`config.mk`:
```
export PLATFORM = sky130hd
export DESIGN_NAME = instr_fetch_unit_flat
export DESIGN_NICKNAME = d
export VERILOG_FILES = /design/src/rtl/instr_fetch_unit_pkg.sv /design/src/rtl/instr_fetch_unit_if.sv /design/src/rtl/instr_fetch_unit_queue.sv /design/src/rtl/instr_fetch_unit.sv /design/src/flat_wrapper.sv
export SDC_FILE = /design/constraint.sdc
export NUM_CORES = 1
export LEC_CHECK = 0
export CELL_PAD_IN_SITES_DETAIL_PLACEMENT = 1
export CELL_PAD_IN_SITES_GLOBAL_PLACEMENT = 1
export CORE_ASPECT_RATIO = 1.2
export CORE_MARGIN = 4
export CORE_UTILIZATION = 34
export CTS_CLUSTER_DIAMETER = 200
export DETAILED_ROUTE_END_ITERATION = 10
export HOLD_SLACK_MARGIN = 0.12
export PLACE_DENSITY_LB_ADDON = 0.1
export SYNTH_ARGS = -nofsm -noshare
export SYNTH_HDL_FRONTEND = slang
export SYNTH_SLANG_ARGS = --single-unit
```
`constraint.sdc`:
```
create_clock -name clk -period 16.1 [get_ports clk]
set_clock_uncertainty 0.2 [all_clocks]
set_input_delay 3.22 -clock clk [delete_from_list [all_inputs] [get_ports clk]]
set_output_delay 3.22 -clock clk [all_outputs]
set_load 0.05 [all_outputs]
```
`src/rtl/instr_fetch_unit_pkg.sv`:
```
// Shared types for the instruction fetch unit:
// queue entry layout, FSM states and PC step.
package fetch_pkg;

  localparam int INSTR_BITS = 32;
  localparam logic [63:0] PC_STEP = 64'd4;

  typedef struct packed {
    logic [63:0]           pc;
    logic [INSTR_BITS-1:0] instr;
  } fetch_entry_t;

  typedef enum logic [1:0] {
    IDLE,
    FETCH,
    FAULT
  } fetch_state_t;

endpackage

```
`src/rtl/instr_fetch_unit_if.sv`:
```
// Instruction memory request/response and
// fetch-to-decode valid/ready bundle.
interface instr_fetch_unit_if;
  import fetch_pkg::*;

  logic [63:0]           imem_addr;
  logic [INSTR_BITS-1:0] imem_instr;
  logic                  out_valid;
  logic                  out_ready;
  logic [INSTR_BITS-1:0] out_instr;
  logic [63:0]           out_pc;

  modport master (
    output imem_addr,
    input  imem_instr,
    output out_valid,
    input  out_ready,
    output out_instr,
    output out_pc
  );

  modport slave (
    input  imem_addr,
    output imem_instr,
    input  out_valid,
    output out_ready,
    input  out_instr,
    input  out_pc
  );

endinterface

```
`src/rtl/instr_fetch_unit_queue.sv`:
```
// Circular FIFO of {pc, instr} entries between
// fetch and decode, with single-cycle flush.
module fetch_queue
  import fetch_pkg::*;
#(
  parameter int DEPTH = 2
) (
  input  logic         clk,
  input  logic         rst,
  input  logic         push,
  input  logic         pop,
  input  logic         flush,
  input  fetch_entry_t din,
  output fetch_entry_t dout,
  output logic         full,
  output logic         empty
);

  localparam int AW = $clog2(DEPTH);

  fetch_entry_t  mem_q [DEPTH];
  logic [AW-1:0] rd_q, rd_d;
  logic [AW-1:0] wr_q, wr_d;
  logic [AW:0]   cnt_q, cnt_d;

  assign dout  = mem_q[rd_q];
  assign full  = (cnt_q == (AW+1)'(DEPTH));
  assign empty = (cnt_q == '0);

  always_comb begin
    rd_d  = rd_q;
    wr_d  = wr_q;
    cnt_d = cnt_q;
    if (flush) begin
      rd_d  = '0;
      wr_d  = '0;
      cnt_d = '0;
    end else begin
      if (push) wr_d = wr_q + 1'b1;
      if (pop)  rd_d = rd_q + 1'b1;
      cnt_d = cnt_q + (AW+1)'(push)
                    - (AW+1)'(pop);
    end
  end

  always_ff @(posedge clk) begin
    if (rst) begin
      for (int i = 0; i < DEPTH; i++)
        mem_q[i] <= '0;
      rd_q  <= '0;
      wr_q  <= '0;
      cnt_q <= '0;
    end else begin
      if (push && !flush)
        mem_q[wr_q] <= din;
      rd_q  <= rd_d;
      wr_q  <= wr_d;
      cnt_q <= cnt_d;
    end
  end

endmodule

```
`src/rtl/instr_fetch_unit.sv`:
```
// Instruction fetch: PC, fetch FSM, fault
// capture and the fetch queue toward decode.
module instr_fetch_unit
  import fetch_pkg::*;
#(
  parameter logic [63:0] RESET_PC       = 64'h0,
  parameter int          FQ_DEPTH       = 2,
  parameter int          IMEM_ADDR_BITS = 15,
  parameter int          BITS           = 32
) (
  input  logic                clk,
  input  logic                rst,
  input  logic                fetch_en,
  input  logic                redirect_valid,
  input  logic [63:0]         redirect_pc,
  instr_fetch_unit_if.master  bus,
  output logic                fault,
  output logic [63:0]         fault_pc
);

  fetch_state_t state_q, state_d;
  logic [63:0]  pc_q, pc_d;
  logic         fault_q, fault_d;
  logic [63:0]  fpc_q, fpc_d;

  logic         push, pop, flush;
  logic         full, empty, bad;
  logic [BITS-1:0] instr_w;
  fetch_entry_t din, head;

  assign instr_w   = bus.imem_instr;
  assign din.pc    = pc_q;
  assign din.instr = instr_w;

  assign bus.imem_addr = pc_q;
  assign bus.out_valid = !empty;
  assign bus.out_pc    = head.pc;
  assign bus.out_instr = head.instr;
  assign fault         = fault_q;
  assign fault_pc      = fpc_q;

  assign pop = !empty && bus.out_ready;
  assign bad = (pc_q[1:0] != 2'b00) ||
               (pc_q[63:IMEM_ADDR_BITS] != '0);

  always_comb begin
    state_d = state_q;
    pc_d    = pc_q;
    fault_d = fault_q;
    fpc_d   = fpc_q;
    push    = 1'b0;
    flush   = 1'b0;
    if (redirect_valid) begin
      pc_d    = redirect_pc;
      flush   = 1'b1;
      fault_d = 1'b0;
      state_d = fetch_en ? FETCH : IDLE;
    end else begin
      unique case (state_q)
        IDLE: if (fetch_en) state_d = FETCH;
        FETCH: begin
          if (!fetch_en) begin
            state_d = IDLE;
          end else if (bad) begin
            fault_d = 1'b1;
            fpc_d   = pc_q;
            state_d = FAULT;
          end else if (!full || pop) begin
            push = 1'b1;
            pc_d = pc_q + PC_STEP;
          end
        end
        FAULT: ;
        default: state_d = IDLE;
      endcase
    end
  end

  always_ff @(posedge clk) begin
    if (rst) begin
      state_q <= IDLE;
      pc_q    <= RESET_PC;
      fault_q <= 1'b0;
      fpc_q   <= '0;
    end else begin
      state_q <= state_d;
      pc_q    <= pc_d;
      fault_q <= fault_d;
      fpc_q   <= fpc_d;
    end
  end

  fetch_queue #(
    .DEPTH (FQ_DEPTH)
  ) u_fq (
    .clk   (clk),
    .rst   (rst),
    .push  (push),
    .pop   (pop),
    .flush (flush),
    .din   (din),
    .dout  (head),
    .full  (full),
    .empty (empty)
  );

endmodule

```
`src/flat_wrapper.sv`:
```
// flat-port wrapper written by rule: the top's interface ports become plain ports
module instr_fetch_unit_flat import fetch_pkg::*;
#(
  parameter logic [63:0] RESET_PC       = 64'h0,
  parameter int          FQ_DEPTH       = 2,
  parameter int          IMEM_ADDR_BITS = 15,
  parameter int          BITS           = 32
)
  (clk, rst, fetch_en, redirect_valid, redirect_pc, fault, fault_pc, bus_imem_addr, bus_imem_instr, bus_out_valid, bus_out_ready, bus_out_instr, bus_out_pc);
  instr_fetch_unit_if bus_i ();
  input  logic clk;
  input  logic rst;
  input  logic fetch_en;
  input  logic redirect_valid;
  input  logic [63:0] redirect_pc;
  output logic fault;
  output logic [63:0] fault_pc;
  output wire logic [$bits(bus_i.imem_addr)-1:0] bus_imem_addr;
  input wire logic [$bits(bus_i.imem_instr)-1:0] bus_imem_instr;
  output wire logic [$bits(bus_i.out_valid)-1:0] bus_out_valid;
  input wire logic [$bits(bus_i.out_ready)-1:0] bus_out_ready;
  output wire logic [$bits(bus_i.out_instr)-1:0] bus_out_instr;
  output wire logic [$bits(bus_i.out_pc)-1:0] bus_out_pc;
  assign bus_imem_addr = bus_i.imem_addr;
  assign bus_i.imem_instr = bus_imem_instr;
  assign bus_out_valid = bus_i.out_valid;
  assign bus_i.out_ready = bus_out_ready;
  assign bus_out_instr = bus_i.out_instr;
  assign bus_out_pc = bus_i.out_pc;
  instr_fetch_unit #(.RESET_PC(RESET_PC), .FQ_DEPTH(FQ_DEPTH), .IMEM_ADDR_BITS(IMEM_ADDR_BITS), .BITS(BITS)) u_core (.clk(clk), .rst(rst), .fetch_en(fetch_en), .redirect_valid(redirect_valid), .redirect_pc(redirect_pc), .bus(bus_i), .fault(fault), .fault_pc(fault_pc));
endmodule
```
==> results.cfg <==
[status]
run_status = complete, no violations

[clocking]
cts-resized-gates = 0
clockBufferDepth = 3
numCtsBuffers = 37
cts_root_buf = clkbuf_16
htree_num_levels = 2
cts_setup_buffers = 0
cts_tree = done
hold_buffers = 0
worstSkewPairLatency_ps = 520
cts.sinks = 328
clk_pin_slew_ps = 60

[setup_path]
end_kind = flop
crit_path_start_kind = input pin
regToRegSetupSlack_ps = 11860
worst-setup-path-type = in2reg
crit_fanout = 68
crit_required_ps = 16040
r2r_end = u_core.u_fq.mem_q[0][49]$_SDFFCE_PN0P_
r2r_start = u_core.state_q[0]$_SDFFE_PP0P_
arrival_ps = 7030
ff2ff_path_depth = 7

[hold_path]
hold_class = reg2reg
hold-path-endpoint = u_core.fault_pc[10]$_SDFFE_PP0P_
hp-start = u_core.fault_pc[10]$_SDFFE_PP0P_
min_path_cells = 2

[power]
power_density_nw_per_um2 = 108.9
p_leak_nw = 6.700
power_mw = 2.027
peakVddDrop_v = 0.00005955

[logic_synthesis]
synth_edf_count = 192
synth_area_per_cell_um2 = 12.73
ys.flop_type = edfxtp_1
ys_seq_area_frac = 0.6374
synth_warnings = 0
synthCells = 1046
ys_types = 46
ys_ff_latch = 328
syn_area_um2 = 13320
synth_async_sr_flop_share = 0

[cells_and_area]
syn_to_final_growth_pct = 39.78
final_common_cell = clkdlybuf4s50_1
fin_nets = 1541
final-instance-count-excl-fill = 1990
drive_above_1_share = 0.1209
nFillCells = 4086
stdcell_area_um2 = 18610
n_antenna_cell = 0
layout_common_cells = clkdlybuf4s50_1 (324), edfxtp_1 (192), dfxtp_1 (135)

[die]
ios = 327
die_h_um = 224.8
initial_core_util = 0.3437
rows = 79
die-area_um2 = 42410
die_w_um = 188.7
coreArea_um2 = 38750

[global_route]
gr-total-overflow = 0
grt_max_degree = 84
grt_pass1_wl_um = 60910
grt_pass1_vias = 10100
antenna_found_initial = 5
grt_usage = 0.1810

[sta]
min_period_ps = 7087
worst_slack_ps = 9013
fin_setup_tns_ps = 0
fmax_mhz = 141.1
slew_viol_final = 0
fin_crit_sh = 0.4402
setup_viol = 0
rsz0062_at_grt = no
hold_viol = 0
tightest_slew_ps = 986.6
max-slew-margin-rel = 0.3423

[detailed_routing]
first_pass_iters = 4
vias = 9739
drtAntennaViolNets = 0
wl_um = 39200
drt_iter0_drc = 483
drc = 0
routedWlPerCell_um = 19.70
viasPerCell = 4.894

[place]
io_buffers = 326
preCtsSetupSlack_ps = 8418
placed_area_um2 = 17420
dp.cells = 1924
finalWeightedCongestion = 0.7460
hpwlAfterDp_um = 25190

[run]
maxCapViolations = 0
## stage by stage
step                        util  hold WS [ps]
final                     0.4804         267.2
after global routing      0.4804         294.5
after CTS                 0.4804         268.6
after detailed placement  0.4496         260.5
after global placement    0.4496         250.1
after floorplan                -         281.2
## registers in the layout, summed over array words and instances, names as in the netlist, named ones only
register              cells
u_core.u_fq.mem_q       192
u_core.bus.imem_addr     64
u_core.fault_pc          64
u_core.state_q            2
u_core.u_fq.cnt_q         2
u_core.fault              1
u_core.u_fq.rd_q          1
u_core.u_fq.wr_q          1
## final cells by class
cell class,instances,area [µm²],share of cell area
clock inverter,16,133.9,0.007192
sequential,328,8492,0.4562
tap,526,658.1,0.03536
inverter,6,22.52,0.001210
clock buffer,50,1059,0.05687
multi-input combinational,724,4882,0.2623
timing repair buffer,340,3367,0.1809
## where the power goes
part / leakage [nW] / switching [mW] / internal (mW)
combinational: 3.08 / 0.159 / 0.0885
sequential: 3.04 / 0.0250 / 0.929
clock: 0.585 / 0.332 / 0.494
## cells in the mapped netlist (3+ instances only)
master / n / area share
edfxtp_1: 192 / 0.43
dfxtp_1: 136 / 0.20
and2_1: 96 / 0.045
mux2_2: 96 / 0.081
nand4_1: 75 / 0.035
clkbuf_1: 74 / 0.021
a21oi_1: 67 / 0.025
nor2_1: 67 / 0.019
o31ai_1: 67 / 0.038
mux2i_1: 50 / 0.038
nor4_1: 21 / 0.0099
nand2_1: 19 / 0.0054
buf_1: 13 / 0.0037
a311oi_1: 6 / 0.0039
inv_1: 6 / 0.0017
nor2b_1: 4 / 0.0019
or4_1: 4 / 0.0023
xnor2_1: 4 / 0.0026
a31oi_1: 3 / 0.0014
and3_1: 3 / 0.0014
ha_1: 3 / 0.0028
nand3_1: 3 / 0.0011
nor3_1: 3 / 0.0011
o21ai_0: 3 / 0.0011
## critical path, cell delays in order
cell,delay (ps)
clkdlybuf4s50_1,510
and3b_2,210
buf_4,620
nand4_1,260
or4_1,660
o31ai_4,230
buf_4,520
buf_4,700
## layer usage
layer	track usage	part of all wire
met5	0	0.0020
met2	0.3096	0.49
met4	0.04726	0.021
met3	0.05635	0.072
met1	0.2238	0.41
## worst max path at each step
| stage | start | end | slack, ps | cells past startpoint |
|---|---|---|---|---|
| 2_1_floorplan | fetch_en | u_core.u_fq.mem_q[0][0]$_SDFFCE_PN0P_ | 3940 | 6 |
| 3_3_place_gp | fetch_en | u_core.u_fq.mem_q[0][47]$_SDFFCE_PN0P_ | 8510 | 8 |
| 3_5_place_dp | fetch_en | u_core.u_fq.mem_q[0][47]$_SDFFCE_PN0P_ | 8420 | 8 |
| 4_1_cts | fetch_en | u_core.u_fq.mem_q[0][38]$_SDFFCE_PN0P_ | 8980 | 8 |
| 5_1_grt | fetch_en | u_core.u_fq.mem_q[0][49]$_SDFFCE_PN0P_ | 8750 | 8 |
| 6_report | fetch_en | u_core.u_fq.mem_q[0][49]$_SDFFCE_PN0P_ | 9010 | 8 |
## cell families (layout without fill, tap and decap cells)
| family | after synthesis | count (layout) | synth area share |
|---|---|---|---|
| flops | 328 | 328 | 0.6374 |
| simple gates | 308 | 308 | 0.1314 |
| compound gates | 160 | 160 | 0.07911 |
| mux | 146 | 146 | 0.1188 |
| buf+inv | 95 | 412 | 0.02697 |
| xor+xnor | 5 | 5 | 0.003288 |
| fa+ha+maj | 3 | 3 | 0.002819 |
| other cells | 1 | 102 | 0.0002816 |
Note: power is estimated with default switching activity, not from simulation.
